[src/rtl/imem_fetch_ctrl.sv]
// imem_fetch_ctrl: sequencer owning the single port of the instruction memory.
//
// After reset it sits in BOOT, streaming loader words into memory at consecutive
// word addresses. On load_done (or once the last word is written) it switches to
// RUN, where it keeps the PC, reads one instruction per cycle and registers it for
// decode. Redirects insert one bubble; stalls freeze the fetch outputs. Fetching
// from outside the memory range parks the controller in HALT until reset.
//
// Ports:
//   clk, reset              clock, asynchronous active-high reset
//   load_valid/data/done    loader word stream and end-of-load pulse
//   load_ready              high only while in BOOT
//   mem_addr/we/wdata       memory port (word address, write enable, write data)
//   mem_rdata               combinational read data for mem_addr
//   stall                   decode cannot accept; hold fetch outputs
//   redirect/redirect_pc    taken branch/jump and its byte target
//   if_valid/if_inst/if_pc  registered fetch result for decode
//   halted                  sticky out-of-range indication
module imem_fetch_ctrl #(
  parameter int unsigned ADDR_W   = 7,
  parameter logic [31:0] RESET_PC = 32'h0000_0000
) (
  input  logic              clk,
  input  logic              reset,
  input  logic              load_valid,
  input  logic [31:0]       load_data,
  input  logic              load_done,
  output logic              load_ready,
  output logic [ADDR_W-1:0] mem_addr,
  output logic              mem_we,
  output logic [31:0]       mem_wdata,
  input  logic [31:0]       mem_rdata,
  input  logic              stall,
  input  logic              redirect,
  input  logic [31:0]       redirect_pc,
  output logic              if_valid,
  output logic [31:0]       if_inst,
  output logic [31:0]       if_pc,
  output logic              halted
);

  localparam logic [1:0] StBoot = 2'd0;
  localparam logic [1:0] StRun  = 2'd1;
  localparam logic [1:0] StHalt = 2'd2;

  localparam logic [31:0] PcAlignMask = 32'hFFFF_FFFC;

  logic [1:0]        state_q, state_d;
  logic [ADDR_W-1:0] load_cnt_q, load_cnt_d;
  logic [31:0]       pc_q, pc_d;
  logic [31:0]       if_inst_q, if_inst_d;
  logic [31:0]       if_pc_q, if_pc_d;
  logic              if_valid_q, if_valid_d;
  logic              halted_q, halted_d;

  logic load_wr;
  logic load_last;
  logic pc_oob;

  assign load_wr   = (state_q == StBoot) && load_valid;
  // Writing the top word fills memory; boot ends even without load_done.
  assign load_last = load_wr && (load_cnt_q == {ADDR_W{1'b1}});
  // Any PC bit above the word-address field means the fetch falls outside memory.
  assign pc_oob    = |(pc_q >> (ADDR_W + 2));

  always_comb begin
    state_d    = state_q;
    load_cnt_d = load_cnt_q;
    pc_d       = pc_q;
    if_inst_d  = if_inst_q;
    if_pc_d    = if_pc_q;
    if_valid_d = if_valid_q;
    halted_d   = halted_q;

    case (state_q)
      StBoot: begin
        if (load_wr) begin
          load_cnt_d = load_cnt_q + 1'b1;
        end
        if (load_done || load_last) begin
          state_d = StRun;
          pc_d    = RESET_PC;
        end
      end

      StRun: begin
        if (redirect) begin
          // Target is fetched on the next edge, so decode sees one bubble.
          pc_d       = redirect_pc & PcAlignMask;
          if_valid_d = 1'b0;
        end else if (!stall) begin
          if (pc_oob) begin
            state_d    = StHalt;
            if_valid_d = 1'b0;
            halted_d   = 1'b1;
          end else begin
            if_inst_d  = mem_rdata;
            if_pc_d    = pc_q;
            if_valid_d = 1'b1;
            pc_d       = pc_q + 32'd4;
          end
        end
      end

      StHalt: begin
        if_valid_d = 1'b0;
        halted_d   = 1'b1;
      end

      default: begin
        state_d = StBoot;
      end
    endcase
  end

  always_ff @(posedge clk or posedge reset) begin
    if (reset) begin
      state_q    <= StBoot;
      load_cnt_q <= '0;
      pc_q       <= RESET_PC;
      if_inst_q  <= '0;
      if_pc_q    <= '0;
      if_valid_q <= 1'b0;
      halted_q   <= 1'b0;
    end else begin
      state_q    <= state_d;
      load_cnt_q <= load_cnt_d;
      pc_q       <= pc_d;
      if_inst_q  <= if_inst_d;
      if_pc_q    <= if_pc_d;
      if_valid_q <= if_valid_d;
      halted_q   <= halted_d;
    end
  end

  always_comb begin
    load_ready = (state_q == StBoot);
    // state_q is already BOOT during reset; gating keeps writes off while it is held.
    mem_we     = load_wr && !reset;
    mem_wdata  = mem_we ? load_data : 32'h0;
    mem_addr   = (state_q == StBoot) ? load_cnt_q : pc_q[ADDR_W+1:2];
  end

  assign if_valid = if_valid_q;
  assign if_inst  = if_inst_q;
  assign if_pc    = if_pc_q;
  assign halted   = halted_q;

endmodule

[config.mk]
export PLATFORM = sky130hd
export DESIGN_NAME = imem_fetch_ctrl
export DESIGN_NICKNAME = d
export VERILOG_FILES = /design/src/rtl/imem_fetch_ctrl.sv
export SDC_FILE = /design/constraint.sdc
export NUM_CORES = 1
export LEC_CHECK = 0
export CAP_MARGIN = 20
export CELL_PAD_IN_SITES_DETAIL_PLACEMENT = 0
export CELL_PAD_IN_SITES_GLOBAL_PLACEMENT = 2
export CORE_ASPECT_RATIO = 0.7
export CORE_MARGIN = 5
export CORE_UTILIZATION = 27
export DETAILED_ROUTE_END_ITERATION = 8
export HOLD_SLACK_MARGIN = 0.1
export PLACE_DENSITY = 0.94
export SLEW_MARGIN = 0
export SYNTH_ARGS = -nofsm -noshare
export SYNTH_HDL_FRONTEND = slang
export SYNTH_SLANG_ARGS = --single-unit
[constraint.sdc]
create_clock -name clk -period 11.75 [get_ports clk]
set_clock_uncertainty 0.1 [all_clocks]
set_input_delay 3.525 -clock clk [delete_from_list [all_inputs] [get_ports clk]]
set_output_delay 3.525 -clock clk [all_outputs]
set_load 0.05 [all_outputs]
After elaboration in Yosys (flattened, before gate mapping)
Index checks and enable logic that the tools add are counted.
{ "op_classes": {"addsub": 2, "n_eq_ne": 9, "mux": 20, "n_bitwise": 4, "reduce_logical": 15} }
{ "ops": {"columns": ["operator", "n"], "rows": [
  ["32-bit two-way mux", 5],
  ["32-bit case mux with 2 select lines", 1],
  ["32-bit by 3-bit adder with 32-bit output, second input constant", 1],
  ["23-bit OR reduction", 1],
  ["4-bit AND reduction", 3],
  ["2-bit two-way mux", 4],
  ["7-bit by 1-bit adder with 7-bit output, second input constant", 1],
  ["7-bit == test, second input constant", 1],
  ["7-bit two-way mux", 1],
  ["1-bit two-way mux", 6],
  ["2-bit != test, second input constant", 3],
  ["3-bit != test, second input constant", 2],
  ["2-bit case mux with 3 select lines", 1],
  ["5-bit AND reduction", 1],
  ["1-bit inverter", 4],
  ["1-bit case mux with 2 select lines", 2],
  ["2-bit AND reduction", 2],
  ["2-bit nonzero test", 2],
  ["1-bit logical AND", 3],
  ["2-bit by 1-bit == test with 1-bit output, second input constant", 1],
  ["2-bit == test, second input constant", 1],
  ["2-bit logical NOT", 1],
  ["2-bit by 1-bit != test with 1-bit output, second input constant", 1],
  ["1-bit logical NOT", 1],
  ["1-bit logical OR", 1]
]} }
{ "totals": {"register_bits": 107, "inputBits": 102, "out_inout_bits": 107, "word_cells": 57} }

Depth between registers and ports, before layout
Gate-level depths: netlist (run 1).
{ "depth": {"ltp_word": 6, "ltp_mapped": 7, "depth_no_buf": 6} }

Worst setup path after synthesis (run 1)
No wires, ideal clock.
{ "synth_timing": {"path_type": "input to output", "startpoint": "in reset", "endpoint": "out mem_wdata[22]", "arrival_ns": 7.262, "t_required_ns": 8.125, "slack_ns": 0.863, "stages": 4, "n_path_buf": 1, "path_cell_list": "inv_1 > and3_1 > clkbuf_1 > and2_1"} }
{ "synth_between": {"elab_chain_cells": 3} }
{ "synth_rtl": {"columns": ["item", "line", "text"], "rows": [
  ["start, declared", "24", "input logic reset,"],
  ["1-bit logical NOT", "139", "mem_we = load_wr && !reset;"],
  ["1-bit logical AND", "139", null],
  ["net mem_we", "30", "output logic mem_we,"],
  ["32-bit two-way mux", "140", "mem_wdata = mem_we ? load_data : 32'h0;"],
  ["end, declared", "31", "output logic [31:0] mem_wdata,"]
]} }
The timed path passes the listed nets, and every way through them passes these cells.

Final worst setup path (run 1)
{ "layout_timing": {"startpoint": "in reset", "endpoint": "out mem_wdata[3]"} }
{ "layout_between": {"elab_chain_cells": 3} }
{ "layout_rtl": {"columns": ["item", "line"], "rows": [
  ["1-bit logical NOT", "139"],
  ["1-bit logical AND", "139"],
  ["32-bit two-way mux", "140"]
]} }
No other way between the ends.

==> impl_metrics.py, run 1 <==
metrics = {
    "clock_network": {
        "cts_tree": "yes",
        "post-cts-setup-buffers": 0,
        "cts_made_buffers": 9,
        "cts_sinks": 103,
        "cts_root_buf": "clkbuf_16",
        "cts.repair.resized": 0,
        "clk_pin_slew_worst_paths_ps": 80,
        "insertion_delay_ps": 340,
        "ctsHoldBuffers": 0,
        "htreeDepth": 3,
        "clockBufferDepth": 2,
    },
    "die": {
        "fp.dieW_um": 165,
        "start_util_pct": 27.6,
        "io_pins": 209,
        "die_h_um": 118,
        "row_count": 39,
        "die_area_sq_um": 19500,
        "coreArea_sq_um": 16300,
    },
    "yosys": {
        "seq_area_frac_synth_pct": 57.1,
        "synth_top_cell_area_share_pct": 57.1,
        "avgSynthCellArea_sq_um": 13.0,
        "synth_top_family_by_area": "multiplexers",
        "synth_xor_area_share_pct": 1.16,
        "synthMuxAreaShare_pct": 14.2,
        "synth_cell_types": 49,
        "synth_cells": 348,
        "ys_warn_count": 0,
        "synth_most_common_cell": "dfrtp_1",
        "synth_edf_count": 0,
        "synth_commonest_cells": "dfrtp_1 (103), mux2_4 (36), and2_1 (33), a22o_1 (23), nor2b_1 (23)",
        "ys_top_cells_by_area": "dfrtp_1 (57%), mux2_4 (12%), and2_1 (4.6%), a22o_1 (4.5%), nor2b_1 (3.2%)",
        "yosys.area_share.adder_pct": 0.554,
        "postSynth.asyncResetShare_pct": 100,
        "synth_compound_area_share_pct": 9.81,
        "synth_ff_type": "dfrtp_1",
        "synth-seq-cells": 103,
        "synth_top_area_cell": "dfrtp_1",
        "syn-cell-area_sq_um": 4520,
        "synth-simple-area-share_pct": 13.8,
    },
    "worst_setup_path": {
        "r2r-start": "pc_q[20]",
        "r2r_end": "if_inst[15]",
        "worstPathArrival_ps": 6220,
        "crit_fanout": 42,
        "start_kind": "input port",
        "crit_type": "input port to primary output",
        "rrSetupSlack_ps": 8760,
        "crit_start": "reset",
        "critical_path_required_ps": 8120,
        "reg2reg_depth": 6,
        "cp-end-kind": "primary output",
        "crit_end": "mem_wdata[3]",
    },
    "place": {
        "dp_cells": 759,
        "io_buffers": 204,
        "gp_congestion": 0.799,
        "hpwl_um": 10000,
        "place_area_sq_um": 6730,
    },
    "timing": {
        "period_needed_ps": 9840,
        "finalSetupViolations": 0,
        "final-hold-violation-count": 0,
        "fmax_mhz": 102,
        "max_slew_margin_pct": 35.7,
        "rsz0062_at_grt": "no",
        "worst_slew_pin_slew_ps": 964,
        "report.final.slew_viol_count": 0,
        "setup_tns_ps": 0,
        "fin_crit_sh_pct": 83.8,
    },
    "cells_and_area": {
        "drive_gt1_share_pct": 12.7,
        "design_area_sq_um": 7050,
        "syn2layout_area_growth_pct": 56.1,
        "fin_nets": 650,
        "antennaDiodeCount": 0,
        "fillers": 1514,
        "stdcell_count": 776,
    },
    "global_routing": {
        "grt_max_degree": 64,
        "overflow": 0,
        "grt_usage_pct": 13.0,
        "grt_first_pass_wirelength_um": 20300,
        "antenna_found_initial": 0,
        "grt_pass1_vias": 3630,
    },
    "drt": {
        "drt_wl_total_um": 13000,
        "vias_per_cell": 4.41,
        "drt_iter0_markers": 113,
        "route.detailed.wl_per_inst_um": 16.7,
        "drtAntennaViolNets": 0,
        "drcViolationCount": 0,
        "drtPass1Iterations": 4,
        "num_vias": 3425,
    },
    "pwr": {
        "power_mw": 1.46,
        "p_leak_nw": 3.09,
        "ir_drop_v": 0.0000793,
        "p_per_area_nw_per_um2": 208,
    },
    "outcome": {
        "run_status": "completed",
    },
    "job": {
        "drv_cap": 0,
    },
    "min_path": {
        "min_path_type": "flop to flop",
    },
}
==> layout make-up <==
class                   count  area (sq um)  area share, %
well taps                 225           282           3.99
multi-input cells         220          1790           25.4
repair buffers            207          2080           29.6
clock inverters             7          66.3          0.941
flip-flops and latches    103          2580           36.6
clock buffers               9           225           3.20
inverters                   5          21.3          0.302
==> how the worst min path moves through the flow <==
stage / from / endpoint / slack [ps] / cells after the start
3_3_place_gp: halted / halted / 360 / 1
3_5_place_dp: halted / halted / 370 / 1
5_1_grt: load_cnt_q[6] / load_cnt_q[6] / 400 / 1
2_1_floorplan: load_cnt_q[6] / load_cnt_q[6] / 360 / 1
6_report: halted / halted / 380 / 1
4_1_cts: halted / halted / 390 / 1
==> critical path: stages <==
cell	delay, ps
clkdlybuf4s50_1	440
inv_4	400
and3_1	750
and2_1	230
clkdlybuf4s50_1	840
==> cell usage in the layout, fill, tap and decap left out, types with 2 or more instances in the layout <==
cell type,instances
a21oi_1,11
a22o_1,23
a22oi_1,3
a31oi_1,2
and2_1,33
and3_1,4
buf_4,2
clkbuf_16,9
clkdlybuf4s50_1,204
clkinv_4,4
conb_1,2
dfrtp_1,103
ha_1,2
inv_1,4
inv_8,2
mux2_2,9
mux2_4,36
nand2_1,11
nand3_1,3
nand4_1,5
nor2_1,11
nor2b_1,23
nor3_1,4
nor4_1,5
o21ai_0,5
o31ai_1,2
xnor2_1,3
xor2_1,3
==> power breakdown <==
group	internal (mW)	leakage [nW]	switching (mW)
logic	0.261	1.56	0.387
clock network	0.149	0.144	0.137
registers	0.447	1.39	0.0828
==> state kept, by name (all words and copies together) (netlist names) <==
name / flops
pc_q: 30
if_pc: 30
if_inst: 32
if_valid: 1
state_q: 2
load_cnt_q: 7
halted: 1
==> stage by stage <==
| stage | hold WS (ps) | worst slack [ps] | utilization, % |
|---|---|---|---|
| after floorplan | 357 | 863 | - |
| after CTS | 389 | 1810 | 42.9 |
| after global placement | 364 | 1900 | 41.2 |
| after global routing | 399 | 1570 | 43.1 |
| final | 378 | 1910 | 43.1 |
| after detailed placement | 366 | 1810 | 41.2 |
==> layer usage <==
layer  wire [um]  GRT usage [%]  share of wire [%]
met4          89           2.23               0.68
met1        6220           18.7                 48
met2        5810           19.6                 45
met5           0              0                  0
met3         871           4.24                6.7
==> cells by family (layout without fill, tap and decap cells) <==
family | count (synthesis) | in the layout
and+or+nand+nor | 106 | 106
DFF | 103 | 103
AOI/OAI and AO/OA | 59 | 59
muxes | 45 | 45
buffers and inverters | 26 | 228
xor gates and xnor gates | 6 | 6
adders and majority gates | 2 | 2
other | 1 | 2
No activity file was read; power rests on OpenSTA's default activity.
==> run 2, diff against run 1 <==
CORE_UTILIZATION = 25   (was 27)
PLACE_DENSITY = 0.89   (was 0.94)
clock period = 9.8 ns   (was 11.75 ns; I/O delays follow)
==> impl_metrics.py, run 2 (synthesis gave the netlist of run 1 again) <==
metrics = {
    "drt": {
        "drt_iter0_markers": 168,
        "drtPass1Iterations": 4,
        "num_vias": 3454,
        "vias_per_cell": 4.39,
        "route.detailed.wl_per_inst_um": 16.5,
        "drt_wl_total_um": 13000,
        "drtAntennaViolNets": 0,
        "drcViolationCount": 0,
    },
    "timing": {
        "final-hold-violation-count": 0,
        "period_needed_ps": 8580,
        "fmax_mhz": 117,
        "fin_crit_sh_pct": 87.5,
        "finalSetupViolations": 0,
        "max_slew_margin_pct": 40.0,
        "rsz0062_at_grt": "no",
        "setup_tns_ps": 0,
        "worst_slew_pin_slew_ps": 900,
        "report.final.slew_viol_count": 0,
        "timing.hold.ws_ps": 380,
    },
    "place": {
        "dp_cells": 770,
        "gp_congestion": 0.808,
        "io_buffers": 204,
        "place_area_sq_um": 6740,
        "hpwl_um": 10100,
    },
    "clock_network": {
        "cts_sinks": 103,
        "htreeDepth": 3,
        "clockBufferDepth": 2,
        "cts_root_buf": "clkbuf_16",
        "cts.repair.resized": 0,
        "clk_pin_slew_worst_paths_ps": 70,
        "cts_tree": "yes",
        "post-cts-setup-buffers": 0,
        "insertion_delay_ps": 340,
        "ctsHoldBuffers": 0,
        "cts_made_buffers": 9,
    },
    "min_path": {
        "hp-start": "halted",
        "min_path_type": "flop to flop",
    },
    "worst_setup_path": {
        "cp-end-kind": "primary output",
        "cp_cell_sequence": "clkdlybuf4s50_1, inv_4, and3_1, and2_1, clkdlybuf4s50_1",
        "slowest_delay_ps": 830,
        "crit_start": "reset",
        "crit_fanout": 33,
        "critical_path.most_common_cell": "clkdlybuf4s50_1",
        "slowest_stage": "clkdlybuf4s50_1",
        "r2r-start": "pc_q[12]",
        "crit_type": "input port to primary output",
        "worstPathArrival_ps": 5540,
        "critical_path_required_ps": 6760,
        "start_kind": "input port",
    },
    "die": {
        "fp.dieW_um": 171,
        "row_count": 41,
        "start_util_pct": 25.2,
        "die_h_um": 122,
        "die_area_sq_um": 20900,
        "coreArea_sq_um": 17900,
        "io_pins": 209,
    },
    "cells_and_area": {
        "largest_reg_flops": 32,
        "area.sequential_sq_um": 2580,
        "drive_gt1_share_pct": 12.7,
        "antennaDiodeCount": 0,
        "final_cell_mix": "clkdlybuf4s50_1 (204), dfrtp_1 (103), mux2_4 (36)",
        "fillers": 1695,
        "fin_nets": 650,
        "design_area_sq_um": 7120,
        "syn2layout_area_growth_pct": 57.7,
        "multi_input_area_sq_um": 1790,
        "final_common_cell": "clkdlybuf4s50_1",
        "stdcell_count": 787,
    },
    "global_routing": {
        "grt_first_pass_wirelength_um": 19800,
        "antenna_found_initial": 0,
        "grt_usage_pct": 12.0,
        "grt_max_degree": 73,
        "overflow": 0,
        "grt_pass1_vias": 3615,
    },
    "job": {
        "drv_cap": 0,
    },
    "pwr": {
        "p_per_area_nw_per_um2": 256,
        "p_leak_nw": 3.12,
        "ir_drop_v": 0.000147,
    },
    "outcome": {
        "run_status": "completed",
    },
}
[run 2: cell count changes in the layout (fill, tap and decap cells not counted), sizes merged]
cell	delta
bufinv	+3
clkinv	-3
[run 2: power by group]
part           total (mW)  switching (mW)  internal, mW  leakage, nW
clock network       0.418           0.164         0.254        0.173
logic               0.776           0.463         0.313         1.56
registers           0.631          0.0951         0.536         1.39
total                1.82           0.722          1.10         3.12
[run 2: worst paths after layout]
path	endpoint	slack [ps]	cells after the start
max reg2reg	if_inst[14]	6610	6
max in group asynchronous	pc_q[28]	5500	3
max	mem_wdata[18]	1220	5
min in group asynchronous	if_pc[30]	2850	2
min	halted	380	1
min reg2reg	halted	380	1
[run 2: routing by layer]
metal | GRT usage [%] | share of wire [%] | vias up
li1 | - | - | 1624
met1 | 17.3 | 47 | 1721
met2 | 18.1 | 45 | 103
met3 | 3.54 | 6.8 | 6
met4 | 2.19 | 0.47 | 0
met5 | 0 | 0 | -
[run 2: per-stage QoR]
step	utilization [%]	power, mW	setup slack, ps
after floorplan	-	1.14	83.5
after global placement	37.7	1.39	1220
after detailed placement	37.7	1.41	1150
after CTS	39.6	1.84	1140
after global routing	39.8	1.92	928
final	39.8	1.82	1220
[run 2: critical path: cells and delay by family]
family / cells / cell delay [ps]
and+or+nand+nor: 2 / 970
buffers and inverters: 3 / 1600
[run 2: cell type report]
cell class              instances  share of cell area (%)
flip-flops and latches        103                    36.2
repair buffers                207                    29.3
multi-input cells             220                    25.2
well taps                     236                    4.15
clock buffers                   9                    3.16
clock inverters                 7                    1.79
inverters                       5                   0.299
==> run 3, diff against run 2 <==
GPL_TIMING_DRIVEN = 0   (was not set)
==> impl_metrics.py, run 3 (synthesis gave the netlist of run 1 again) <==
metrics = {
    "timing": {
        "final-hold-violation-count": 0,
        "finalSetupViolations": 0,
        "period_needed_ps": 8580,
        "rsz0062_at_grt": "no",
        "fin_crit_sh_pct": 87.5,
        "report.final.slew_viol_count": 0,
        "fmax_mhz": 117,
        "max_slew_margin_pct": 50.0,
        "timing.hold.ws_ps": 376,
        "worst_slew_pin_slew_ps": 750,
    },
    "worst_setup_path": {
        "critical_path_required_ps": 6760,
        "worstPathArrival_ps": 5540,
        "crit_fanout": 47,
        "reg2reg_depth": 6,
        "start_kind": "input port",
        "crit_type": "input port to primary output",
        "cp-end-kind": "primary output",
    },
    "global_routing": {
        "grt_usage_pct": 12.5,
        "overflow": 0,
        "grt_first_pass_wirelength_um": 20700,
        "grt_pass1_vias": 3732,
        "antenna_found_initial": 0,
        "grt_max_degree": 59,
    },
    "clock_network": {
        "insertion_delay_ps": 340,
        "cts_tree": "yes",
        "cts_made_buffers": 9,
        "clk_pin_slew_worst_paths_ps": 70,
        "post-cts-setup-buffers": 0,
        "clockBufferDepth": 2,
        "cts_sinks": 103,
        "cts_root_buf": "clkbuf_16",
        "htreeDepth": 3,
        "cts.repair.resized": 0,
        "ctsHoldBuffers": 0,
    },
    "cells_and_area": {
        "antennaDiodeCount": 0,
        "stdcell_count": 806,
        "design_area_sq_um": 7190,
        "fin_nets": 669,
        "area.sequential_sq_um": 2580,
        "multi_input_area_sq_um": 1790,
        "fillers": 1702,
        "drive_gt1_share_pct": 13.2,
        "largest_reg_flops": 32,
        "syn2layout_area_growth_pct": 59.2,
        "final_cell_mix": "clkdlybuf4s50_1 (204), dfrtp_1 (103), mux2_4 (36)",
        "final_common_cell": "clkdlybuf4s50_1",
    },
    "place": {
        "place_area_sq_um": 6890,
        "hpwl_um": 10400,
        "gp_congestion": 0.830,
        "io_buffers": 204,
        "dp_cells": 790,
    },
    "min_path": {
        "min_path_type": "flop to flop",
        "hold_depth": 1,
    },
    "drt": {
        "drtAntennaViolNets": 0,
        "dr_wl_met2_um": 5920,
        "route.detailed.wl_per_inst_um": 16.5,
        "maxUsedRoutingLayer": "met4",
        "vias_per_cell": 4.35,
        "wl_met1_um": 6230,
        "num_vias": 3507,
        "met3_length_um": 1060,
        "drcViolationCount": 0,
        "drtPass1Iterations": 4,
        "drt_wl_total_um": 13300,
        "drt_iter0_markers": 184,
    },
    "die": {
        "io_pins": 209,
        "start_util_pct": 25.2,
        "die_area_sq_um": 20900,
        "fp.dieW_um": 171,
        "coreArea_sq_um": 17900,
        "die_h_um": 122,
        "row_count": 41,
    },
    "pwr": {
        "p_leak_nw": 3.15,
        "p_per_area_nw_per_um2": 248,
        "ir_drop_v": 0.000109,
    },
    "job": {
        "drv_cap": 0,
    },
    "outcome": {
        "run_status": "completed",
    },
}
[run 3: cell count changes in the layout (fill, tap and decap cells not counted), sizes merged]
cell	change
clkbuf	+13
buf	+9
inv	-3
bufinv	-2
clkinv	+1
clkinvlp	+1
[run 3: stage by stage]
stage	setup slack (ps)	util, %	setup TNS [ps]	power [mW]
CTS	1170	40.1	0	1.80
floorplan	83.5	-	0	1.14
global route	990	40.1	0	1.88
detailed placement	1180	38.5	0	1.43
global placement	-1340	38.3	-42540	1.41
finish	1220	40.1	0	1.79
[run 3: critical path: stages]
cell and delay [ps]:
clkdlybuf4s50_1 440, inv_4 460, and3_1 360, clkbuf_1 300
and2_1 180, clkdlybuf4s50_1 810
[run 3: area by class of cell]
type	instances	share of cell area [%]
inverters	5	0.296
repair buffers	205	28.8
flip-flops and latches	103	35.9
well taps	236	4.11
plain buffers	21	1.83
clock inverters	4	0.766
multi-input cells	220	24.9
clock buffers	12	3.43
[run 3: worst paths after layout]
check / from / to / slack (ps)
max: reset / mem_wdata[11] / 1220
min: halted / halted / 380
max reg2reg: pc_q[12] / if_inst[21] / 7230
min reg2reg: halted / halted / 380
max in group asynchronous: reset / if_pc[4] / 5980
min in group asynchronous: reset / if_pc[22] / 2930
[run 3: power breakdown]
group	total [mW]	leakage (nW)	internal [mW]	switching [mW]
Combinational	0.796	1.62	0.315	0.482
Sequential	0.625	1.39	0.536	0.0888
Clock	0.364	0.143	0.206	0.158
Total	1.79	3.15	1.06	0.728
[run 3: layer usage]
| layer | vias up | track usage (%) |
|---|---|---|
| li1 | 1668 | - |
| met1 | 1699 | 18.4 |
| met2 | 134 | 18.5 |
| met3 | 6 | 3.73 |
| met4 | 0 | 2.09 |
| met5 | - | 0 |
